===== config.mk =====
export PLATFORM = sky130hd
export DESIGN_NAME = oven_led_sequencer
export DESIGN_NICKNAME = d
export VERILOG_FILES = /design/src/rtl/oven_led_sequencer.sv
export SDC_FILE = /design/constraint.sdc
export NUM_CORES = 1
export LEC_CHECK = 0
export CAP_MARGIN = 20
export CORE_MARGIN = 8
export CORE_UTILIZATION = 51
export DETAILED_ROUTE_END_ITERATION = 10
export PLACE_DENSITY = 0.87
export SKIP_CTS_REPAIR_TIMING = 1
export SYNTH_ARGS = -nofsm -noshare
export SYNTH_HDL_FRONTEND = slang
export SYNTH_SLANG_ARGS = --single-unit

===== constraint.sdc =====
create_clock -name clk -period 2.52 [get_ports clk]
set_input_delay 0.378 -clock clk [delete_from_list [all_inputs] [get_ports clk]]
set_output_delay 0.378 -clock clk [all_outputs]
set_load 0.02 [all_outputs]

===== src/rtl/oven_led_sequencer.sv =====
// oven_led_sequencer -- arbitrates oven requesters onto one LED and plays its blink pattern.
// Optional power-on lamp test under `LED_SELFTEST_EN. Rev 1.0
`default_nettype none

module oven_led_sequencer #(
   parameter int unsigned SLOW_HALF       = 8,
   parameter int unsigned FAST_HALF       = 2,
   parameter int unsigned DONE_BLINKS     = 3,
   parameter int unsigned SELFTEST_CYCLES = 16
) (
   input  logic       clk,
   input  logic       reset,
   input  logic       err_req,
   input  logic       done_pulse,
   input  logic       preheat_req,
   input  logic       heat_req,
   output logic       done_busy,
   output logic [2:0] mode,
   output logic       led
);

   localparam int unsigned C_MAX_AB = (SLOW_HALF > FAST_HALF) ? SLOW_HALF : FAST_HALF;
   localparam int unsigned C_MAX    = (C_MAX_AB > SELFTEST_CYCLES) ? C_MAX_AB : SELFTEST_CYCLES;
   localparam int unsigned C_CW     = $clog2(C_MAX + 1);
   localparam int unsigned C_BW     = $clog2(DONE_BLINKS + 1);

   localparam logic [C_CW-1:0] C_SLOW_LAST = C_CW'(SLOW_HALF - 1);
   localparam logic [C_CW-1:0] C_FAST_LAST = C_CW'(FAST_HALF - 1);
   localparam logic [C_CW-1:0] C_CNT_ONE   = C_CW'(1);
   localparam logic [C_BW-1:0] C_BLK_LAST  = C_BW'(DONE_BLINKS - 1);
   localparam logic [C_BW-1:0] C_BLK_ONE   = C_BW'(1);

   typedef enum logic [2:0] {
      MODE_OFF      = 3'd0,
      MODE_ON       = 3'd1,
      MODE_SLOW     = 3'd2,
      MODE_FAST_ERR = 3'd3,
      MODE_DONE     = 3'd4,
      MODE_SELFTEST = 3'd5
   } mode_t;

   mode_t           r_mode, w_mode_nx;
   logic [C_CW-1:0] r_cnt, w_cnt_nx;
   logic            r_phase, w_phase_nx;
   logic [C_BW-1:0] r_blink, w_blink_nx;
   logic            r_done_busy, w_done_nx;
   logic [C_CW-1:0] w_last;
   logic            w_half_end;
   logic            w_done_end;
   logic            w_blinking;
   logic            w_st_hold;

`ifdef LED_SELFTEST_EN
   localparam logic [C_CW-1:0] C_ST_LAST = C_CW'(SELFTEST_CYCLES - 1);
   localparam mode_t           C_RST_MODE = MODE_SELFTEST;
   assign w_st_hold = (r_mode == MODE_SELFTEST) && (r_cnt != C_ST_LAST);
`else
   localparam mode_t           C_RST_MODE = MODE_OFF;
   assign w_st_hold = 1'b0;
`endif

   always_ff @(posedge clk or posedge reset) begin
      if (reset) begin
         r_mode      <= C_RST_MODE;
         r_cnt       <= '0;
         r_phase     <= 1'b0;
         r_blink     <= '0;
         r_done_busy <= 1'b0;
      end else begin
         r_mode      <= w_mode_nx;
         r_cnt       <= w_cnt_nx;
         r_phase     <= w_phase_nx;
         r_blink     <= w_blink_nx;
         r_done_busy <= w_done_nx;
      end
   end

   always_comb begin
      w_last     = (r_mode == MODE_SLOW) ? C_SLOW_LAST : C_FAST_LAST;
      w_half_end = (r_cnt == w_last);
      w_blinking = (r_mode == MODE_SLOW) || (r_mode == MODE_FAST_ERR) || (r_mode == MODE_DONE);
      // The last off half of the final done blink ends the sequence.
      w_done_end = (r_mode == MODE_DONE) && w_half_end && !r_phase && (r_blink == C_BLK_LAST);
   end

   always_comb begin
      w_mode_nx  = r_mode;
      w_cnt_nx   = r_cnt;
      w_phase_nx = r_phase;
      w_blink_nx = r_blink;
      w_done_nx  = 1'b0;

      if (w_st_hold) begin
         w_cnt_nx = r_cnt + C_CNT_ONE;
      end else begin
         if (err_req)
            w_done_nx = 1'b0;
         else if (r_done_busy)
            w_done_nx = !w_done_end;
         else
            w_done_nx = done_pulse;

         if (err_req)
            w_mode_nx = MODE_FAST_ERR;
         else if (w_done_nx)
            w_mode_nx = MODE_DONE;
         else if (preheat_req)
            w_mode_nx = MODE_SLOW;
         else if (heat_req)
            w_mode_nx = MODE_ON;
         else
            w_mode_nx = MODE_OFF;

         if (w_mode_nx != r_mode) begin
            w_cnt_nx   = '0;
            w_phase_nx = 1'b1;
            w_blink_nx = '0;
         end else if (w_blinking) begin
            if (w_half_end) begin
               w_cnt_nx   = '0;
               w_phase_nx = !r_phase;
               if ((r_mode == MODE_DONE) && !r_phase)
                  w_blink_nx = r_blink + C_BLK_ONE;
            end else begin
               w_cnt_nx = r_cnt + C_CNT_ONE;
            end
         end
      end
   end

   always_comb begin
      case (r_mode)
         MODE_ON, MODE_SELFTEST:              led = 1'b1;
         MODE_SLOW, MODE_FAST_ERR, MODE_DONE: led = r_phase;
         default:                             led = 1'b0;
      endcase
   end

   assign mode      = r_mode;
   assign done_busy = r_done_busy;

endmodule

`default_nettype wire

==> reports/metrics.cfg, run 1 <==
[place]
port_buffers=10
place_congestion=0.767
hpwl_mm=1.11
place_ws_ns=0.301
dp_cells=92

[critical_path]
critPathLaunch=mode[1]
crit_arrival_ns=1.69
crit_path_top_delay_cell=clkdlybuf4s50_1
crit_path_end_kind=output pin
critPathMaxStageDelay_ns=0.62
rr_endpoint=r_phase
worstSetupPathType=reg2out
cp.depth=4
r2r_cells=5
cp_top_family=buffers and inverters
worstReg2RegStart=mode[1]
crit_chain=xor2_1, nand2_1, o21ai_0, clkdlybuf4s50_1
path_buf_inv=1
start_kind=flip-flop
r2r_slack_ns=0.54
worstPathRequired_ns=2.14
crit_path_max_fanout=9

[power]
p_leak_nw=0.332
swShare=0.283
switching_power_w=0.000112
finalPower_w=0.000397
seqPwrFrac=0.486
ir_worst_vdd_uv=355
combPwrFrac=0.232
p_int_w=0.000285
powerDensity_nw_per_um2=475
p_clk_frac=0.282

[synth]
synth_compound_area_frac=0.122
synth_area_sq_um=709
async_reset_ff_frac=1.00
syn_nets=77
synth_top_family_by_area=simple AND/OR/NAND/NOR gates
synth_enable_flop_cells=0
yosys.area_share.adder=0.0353
synth.mux.area_fraction=0.0494
synth-simple-area-share=0.272
synth.distinct_cells=35
ys.flop_type=dfrtp_1
syn_avg_cell_area_sq_um=10.3
synth-seq-cells=11
synthCells=69
synth_xor_area_frac=0.0864
ys_seq_area_frac=0.388
yosys_warnings=0

[final_layout]
nets=90
multi_input_area_sq_um=400
final_util=0.642
syn_to_final_growth_pct=17.8
nFillCells=109
seq_area_sq_um=275
diodes=0
final_common_cell=dfrtp_1
mostFrequentLayoutCells=dfrtp_1 (11), clkdlybuf4s50_1 (10), xor2_1 (5)
drive_gt1_frac=0.185
final-instance-count-excl-fill=96

[routing]
drt-met1-wl_um=592
antenna_left=0
drc=0
drt-initial-drc-count=11
dr_wl_met2_um=686
dr_total_vias=557
finalWirelength_mm=1.36
met3_wirelength_um=71
wl_per_cell_um=14.2
topRoutingLayerUsed=met4
vias_per_cell=5.80
drtPass1Iterations=4

[sta]
min_period_ns=2.07
setup_slack_ns=0.448
max_slew.worst_pin.slew_ns=0.451
fin_crit_sh=0.822
clock_skew_ns=0.00612
rsz0062_at_grt=no
relSlewSlack=0.695
max_freq_mhz=483
drv_slew=0
finalSetupViolations=0
tns_ns=0
timing.final.hold_violations=0

[grt]
globalRouteTotalUtil=0.113
overflow=0
grt_max_degree=12
grt_pass1_wl_mm=2.39
grt_pass1_vias=574
antenna_found_initial=0

[clock_network]
clk_pin_slew_ns=0.07
root_buffer=clkbuf_4
clock-sinks=11
clockBufferDepth=2
htreeDepth=1
cts_tree=yes
worst_skew_pair.late_latency_ns=0.26
cts_buffers=3

[die]
die_w_um=53.3
core.rowCount=13
fp.dieH_um=53.3
coreArea_sq_um=1300
pin_count=11
start_util=0.545
dieArea_sq_um=2840

[min_path]
hp-class=in2async

[job]
cap_viol_max_count=0

[outcome]
status=complete, no violations

==> per-layer routing <==
layer / track usage / vias up
met4: 0.0504 / 0
met5: 0 / -
met1: 0.118 / 272
li1: - / 270
met2: 0.199 / 13
met3: 0.0392 / 2
==> worst max-delay path by stage <==
stage	endpoint	slack, ns
after floorplan	r_phase	0.62
after global placement	r_phase	0.37
after detailed placement	r_phase	0.30
after CTS	led	0.43
after global routing	led	0.33
final	led	0.45
==> registers in the layout, indices dropped and copies added, names as in the netlist <==
name,count
done_busy,1
r_cnt,5
mode,2
r_phase,1
r_blink,2
==> cells in the mapped netlist, types with 2 or more instances <==
library cell,count,area share
nand4_1,2,0.018
o21ai_0,2,0.014
xor2_1,5,0.062
dfrtp_1,11,0.39
nor2_1,4,0.021
nor3_1,3,0.021
ha_1,2,0.035
inv_1,4,0.021
and3_2,2,0.021
nor3b_1,2,0.021
xnor2_1,2,0.025
nand2_1,4,0.021
nor4_1,3,0.026
a21oi_4,2,0.046
==> metrics by stage <==
step / hold WS, ns / cell area [sq um]
after floorplan: 0.230 / 709
after global placement: 0.539 / 810
after detailed placement: 0.551 / 810
after CTS: 0.404 / 836
after global routing: 0.451 / 836
final: 0.393 / 836
==> cells by family after synthesis <==
family / count (synthesis)
XOR/XNOR: 7
AO/OA/AOI/OAI: 9
multiplexers: 3
flip-flops: 11
adder cells (fa/ha/maj): 2
AND/OR/NAND/NOR: 31
buffers and inverters: 6
==> power by group through the flow <==
stage | Sequential (W) | Combinational, W | Clock [W]
2_1_floorplan | 0.000197 | 0.0000605 | 0
3_3_place_gp | 0.000196 | 0.0000897 | 0
3_5_place_dp | 0.000196 | 0.0000927 | 0
4_1_cts | 0.000193 | 0.0000933 | 0.000117
5_1_grt | 0.000194 | 0.000101 | 0.000126
6_report | 0.000193 | 0.0000922 | 0.000112
==> layout make-up <==
type,count,share of cell area
Clock buffer,4,0.0314
Inverter,4,0.0180
Multi-Input combinational cell,52,0.479
Sequential cell,11,0.329
Tap cell,15,0.0225
Timing Repair Buffer,10,0.120
(Power assumes the default switching activity.)
==> run 2, diff against run 1 <==
--- a/config.mk
+++ b/config.mk
@@ -7,9 +7,9 @@
 export LEC_CHECK = 0
 export CAP_MARGIN = 20
 export CORE_MARGIN = 8
-export CORE_UTILIZATION = 51
+export CORE_UTILIZATION = 46
 export DETAILED_ROUTE_END_ITERATION = 10
-export PLACE_DENSITY = 0.87
+export PLACE_DENSITY = 0.84
 export SKIP_CTS_REPAIR_TIMING = 1
 export SYNTH_ARGS = -nofsm -noshare
 export SYNTH_HDL_FRONTEND = slang
==> constraint.sdc (replaced) <==
create_clock -name clk -period 1.9 [get_ports clk]
set_input_delay 0.285 -clock clk [delete_from_list [all_inputs] [get_ports clk]]
set_output_delay 0.285 -clock clk [all_outputs]
set_load 0.02 [all_outputs]
==> run 2 against run 1 <==
Against the previous run:
- critical path depth shrank 2
- sequential share of layout area shrank 3.8 points
- non-clock buffer count grew 13
- count of clock-buffer cells in the layout shrank 1
- power grew 47%
- critical endpoint is now done_busy
- largest cell class unchanged
- highest routed layer unchanged
==> reports/metrics.cfg, run 2 (synthesis results as in run 1) <==
[outcome]
status=complete, no violations

[sta]
tns_ns=0  ; unchanged
max_freq_mhz=565
drv_slew=0  ; unchanged
fin_crit_sh=0.932
relSlewSlack=0.714  ; +0.0193
setup_slack_ns=0.130  ; -0.318 ns
clock_skew_ns=0.000693  ; -0.00543 ns
timing.final.hold_violations=0  ; unchanged
finalSetupViolations=0  ; unchanged
min_period_ns=1.77
rsz0062_at_grt=no
max_slew.worst_pin.slew_ns=0.428  ; -0.0235 ns

[critical_path]
worstPathRequired_ns=1.62  ; -0.52 ns
worstSetupPathType=reg2out
r2r_cells=7  ; +2
start_kind=flip-flop
crit_path_max_fanout=7  ; -2
crit_arrival_ns=1.49  ; -0.20 ns
crit_path_end_kind=output pin

[grt]
grt_pass1_vias=623  ; +8.5%
overflow=0  ; unchanged
globalRouteTotalUtil=0.114  ; +0.000408
grt_use_met3=0.0297  ; -0.00954
antenna_found_initial=0  ; unchanged
met2_usage=0.178  ; -0.0213
grt_pass1_wl_mm=2.82  ; +18%
busiest_layer=met2
grt_max_degree=12  ; unchanged
grt_use_met1=0.136  ; +0.0189

[routing]
vias_per_cell=5.33  ; -8.2%
drt-initial-drc-count=10  ; -1
dr_total_vias=586  ; +5.2%
finalWirelength_mm=1.64  ; +20%
antenna_left=0  ; unchanged
drc=0  ; unchanged
drtPass1Iterations=3  ; -1
wl_per_cell_um=14.9  ; +5.2%

[final_layout]
final_util=0.651  ; +0.00905
drive_gt1_frac=0.351  ; +0.166
regMostFlops=r_cnt
final-instance-count-excl-fill=110  ; +15%
final_common_cell=buf_4
mostFrequentLayoutCells=buf_4 (12), clkdlybuf4s50_1 (9), dfrtp_1 (8), xor2_1 (5)
nets=103  ; +14%
largest_reg_flops=5  ; unchanged
syn_to_final_growth_pct=35.1
diodes=0  ; unchanged

[die]
core.rowCount=14  ; +1
pin_count=11  ; unchanged
dieArea_sq_um=3050  ; +7.5%
die_w_um=55.3  ; +3.7%
fp.dieH_um=55.3  ; +3.7%
start_util=0.482  ; -0.0630
coreArea_sq_um=1470  ; +13%

[power]
p_leak_nw=0.405  ; +22%
ir_worst_vdd_uv=354  ; -0.18%
powerDensity_nw_per_um2=611  ; +29%

[place]
hpwl_mm=1.28  ; +15%
place_ws_ns=-0.118  ; -0.418 ns
place_congestion=0.792  ; +3.3%
dp_cells=105  ; +14%
port_buffers=10  ; unchanged

[clock_network]
clk_pin_slew_ns=0.08  ; about the same
clockBufferDepth=2  ; unchanged
worst_skew_pair.late_latency_ns=0.28  ; +0.02 ns
cts_tree=yes
root_buffer=clkbuf_4
cts_buffers=3  ; unchanged
htreeDepth=1  ; unchanged
clock-sinks=11  ; unchanged

[min_path]
hp-class=in2async

[job]
cap_viol_max_count=0  ; unchanged

-- run 2: cell count changes in the layout (fill, tap and decap cells not counted), sizes merged --
cell	change
clkdlybuf4s50	-1
clkbuf	-1
buf	+13
clkinv	+1
dlymetal6s2s	+1
-- run 2: per-layer routing --
metal,routed length (um),vias to the layer above
met1,748,280
met3,45,5
met2,809,5
met5,0,-
met4,37,0
li1,-,296
-- run 2: power by group --
group | total, W | switching (W) | internal [W]
combinational | 0.000162 | 0.0000787 | 0.0000835
sequential | 0.000255 | 0.0000135 | 0.000241
clock | 0.000169 | 0.0000905 | 0.0000782
total | 0.000586 | 0.000183 | 0.000403
-- run 2: area by class of cell --
class / count / area [sq um]
Fill cell: 131 / 513
Multi-Input combinational cell: 52 / 413
Sequential cell: 11 / 279
Timing Repair Buffer: 23 / 204
Clock buffer: 3 / 22.5
Tap cell: 16 / 20.0
Inverter: 4 / 15.0
Clock inverter: 1 / 5.00
-- run 2: critical path, cell delays in order (launching register included) --
cell             delay (ns)
dfrtp_2                0.46
buf_4                  0.15
clkdlybuf4s50_1        0.60
-- run 2: final timing paths --
path                             from         end  slack [ns]
setup / recovery            done_busy   done_busy        0.13
hold / removal                  reset    r_cnt[4]        0.30
setup reg to reg              mode[0]    r_cnt[0]        0.13
hold reg to reg            r_blink[1]  r_blink[1]        0.54
max in group asynchronous       reset   done_busy        1.29
min in group clk           r_blink[1]  r_blink[1]        0.54
-- run 2: metrics by stage --
| step | total power, W | instance area (sq um) | hold slack [ns] |
|---|---|---|---|
| 2_1_floorplan | 0.000341 | 709 | 0.137 |
| 3_3_place_gp | 0.000406 | 901 | 0.526 |
| 3_5_place_dp | 0.000412 | 901 | 0.529 |
| 4_1_cts | 0.000582 | 928 | 0.304 |
| 5_1_grt | 0.000609 | 958 | 0.347 |
| 6_report | 0.000586 | 958 | 0.297 |
==> run 3, diff against run 2 <==
--- a/config.mk
+++ b/config.mk
@@ -7,9 +7,10 @@
 export LEC_CHECK = 0
 export CAP_MARGIN = 20
 export CORE_MARGIN = 8
-export CORE_UTILIZATION = 46
+export CORE_UTILIZATION = 51
 export DETAILED_ROUTE_END_ITERATION = 10
-export PLACE_DENSITY = 0.84
+export GPL_TIMING_DRIVEN = 0
+export PLACE_DENSITY = 0.87
 export SKIP_CTS_REPAIR_TIMING = 1
 export SYNTH_ARGS = -nofsm -noshare
 export SYNTH_HDL_FRONTEND = slang
==> constraint.sdc (replaced) <==
create_clock -name clk -period 1.83 [get_ports clk]
set_input_delay 0.2745 -clock clk [delete_from_list [all_inputs] [get_ports clk]]
set_output_delay 0.2745 -clock clk [all_outputs]
set_load 0.02 [all_outputs]
==> run 3 against run 2 <==
Against the previous run:
- routed wire length rose by 5.9%
- clock power barely moved
- die area fell by 7.0%
- combinational power rose by 7%
- the run now ends with negative setup slack left
- largest cell class unchanged
- first-iteration DRC count fell by 10%
- critical path depth rose by 3
- register-to-register slack got worse by 0.16 ns
- sequential share of layout area fell by 0.88 points
- count of clock-buffer cells in the layout rose by 1
- critical endpoint is now r_phase
- power rose by 3.4%
==> reports/metrics.cfg, run 3 (synthesis results as in run 1) <==
[outcome]
status=complete, but fails checks
violations=negative setup slack

[power]
seqPwrFrac=0.436  ; about the same
combPwrFrac=0.288  ; +0.011
p_int_w=0.000420  ; +4.1%
p_leak_nw=0.401  ; -0.89%
swShare=0.307  ; -0.00467
ir_worst_vdd_uv=391  ; +10%
switching_power_w=0.000186  ; +1.8%
powerDensity_nw_per_um2=613  ; +0.22%
p_clk_frac=0.276  ; -0.012
finalPower_w=0.000606  ; +3.4%

[die]
dieArea_sq_um=2840  ; -7.0%
pin_count=11  ; unchanged
fp.dieH_um=53.3  ; -3.6%
start_util=0.545  ; +0.0630
core.rowCount=13  ; -1
die_w_um=53.3  ; -3.6%
coreArea_sq_um=1300  ; -12%

[sta]
fin_crit_sh=1.01
finalSetupViolations=1  ; +1
max_freq_mhz=539
tns_ns=-0.0257  ; -0.0257 ns
setup_slack_ns=-0.0257  ; -0.156 ns
max_slew.worst_pin.slew_ns=0.468  ; +0.0402 ns
rsz0062_at_grt=yes
timing.final.hold_violations=0  ; unchanged
hold_slack_ns=0.296  ; -0.00144 ns
clock_skew_ns=0.00983  ; +0.00913 ns
drv_slew=0  ; unchanged
relSlewSlack=0.687  ; -0.0269
min_period_ns=1.86

[critical_path]
crit_path_end_kind=flip-flop
crit_path_max_fanout=7  ; unchanged
start_kind=flip-flop
worstPathRequired_ns=1.98  ; +0.36 ns
worstSetupPathType=reg2reg
crit_arrival_ns=2.01  ; +0.52 ns
crit_chain=nor3b_4, mux2i_4, and3_4, xor2_1, or3_1
cp_top_family=simple AND/OR/NAND/NOR gates
path_buf_inv=0  ; -2
critPathMaxStageDelay_ns=0.49  ; -0.11 ns
crit_path_top_delay_cell=dfrtp_2

[min_path]
hp-class=in2async

[place]
hpwl_mm=1.05  ; -18%
dpl_cell_area_sq_um=836  ; -7.2%
place_ws_ns=-0.280  ; -0.162 ns
port_buffers=10  ; unchanged
place_congestion=0.761  ; -4.0%

[routing]
antenna_left=0  ; unchanged
vias_per_cell=5.61  ; +5.3%
finalWirelength_mm=1.74  ; +5.9%
wl_per_cell_um=16.1  ; +7.9%
drt-initial-drc-count=9  ; -1
drc=0  ; unchanged
drtPass1Iterations=4  ; +1
dr_total_vias=606  ; +3.4%

[clock_network]
cts_tree=yes
clockBufferDepth=2  ; unchanged
htreeDepth=1  ; unchanged
root_buffer=clkbuf_4
cts_buffers=3  ; unchanged
clock-sinks=11  ; unchanged
worst_skew_pair.late_latency_ns=0.27  ; about the same
clk_pin_slew_ns=0.08  ; about the same

[grt]
antenna_found_initial=0  ; unchanged
globalRouteTotalUtil=0.110  ; -0.00404
overflow=0  ; unchanged
grt_pass1_vias=557  ; -11%
grt_pass1_wl_mm=2.38  ; -15%
grt_max_degree=12  ; unchanged

[job]
cap_viol_max_count=0  ; unchanged

[final_layout]
final_common_cell=buf_4
largest_reg_flops=5  ; unchanged
diodes=0  ; unchanged
mostFrequentLayoutCells=buf_4 (11), clkdlybuf4s50_1 (9), dfrtp_1 (8), xor2_1 (5)
regMostFlops=r_cnt
drive_gt1_frac=0.376  ; +0.0253
nets=102  ; -0.97%
syn_to_final_growth_pct=39.3
final_area_sq_um=988  ; +3.1%

run 3: per-stage QoR:
| step | std cells | util |
|---|---|---|
| floorplan | 69 | - |
| global placement | 94 | 0.642 |
| detailed placement | 94 | 0.642 |
| CTS | 98 | 0.663 |
| global route | 108 | 0.760 |
| finish | 108 | 0.760 |
run 3: worst paths after layout:
check                      slack (ns)  cells after the start    endpoint        from
max in group asynchronous        1.22                      2   done_busy       reset
setup reg to reg                -0.03                      5     r_phase     mode[0]
hold / removal                   0.30                      2     r_phase       reset
min in group clk                 0.56                      2  r_blink[1]  r_blink[1]
hold reg to reg                  0.56                      2  r_blink[1]  r_blink[1]
setup / recovery                -0.03                      5     r_phase     mode[0]
run 3: layer usage:
metal / GRT usage / routed length (um)
met5: 0 / 0
met4: 0.0126 / 21
met3: 0.0364 / 51
met2: 0.195 / 862
met1: 0.127 / 801
run 3: area by class of cell:
cell class,count,area (sq um)
buffer,2,18.8
timing repair buffer,20,178
sequential,11,279
clock buffer,4,26.3
tap,15,18.8
inverter,4,15.0
fill,86,313
multi-input combinational,52,453
run 3: power groups by stage:
stage	clock (W)	combinational, W	sequential (W)
floorplan	0	0.0000842	0.000272
global placement	0	0.000136	0.000267
detailed placement	0	0.000139	0.000267
CTS	0.000165	0.000140	0.000262
global route	0.000184	0.000186	0.000265
finish	0.000167	0.000174	0.000264
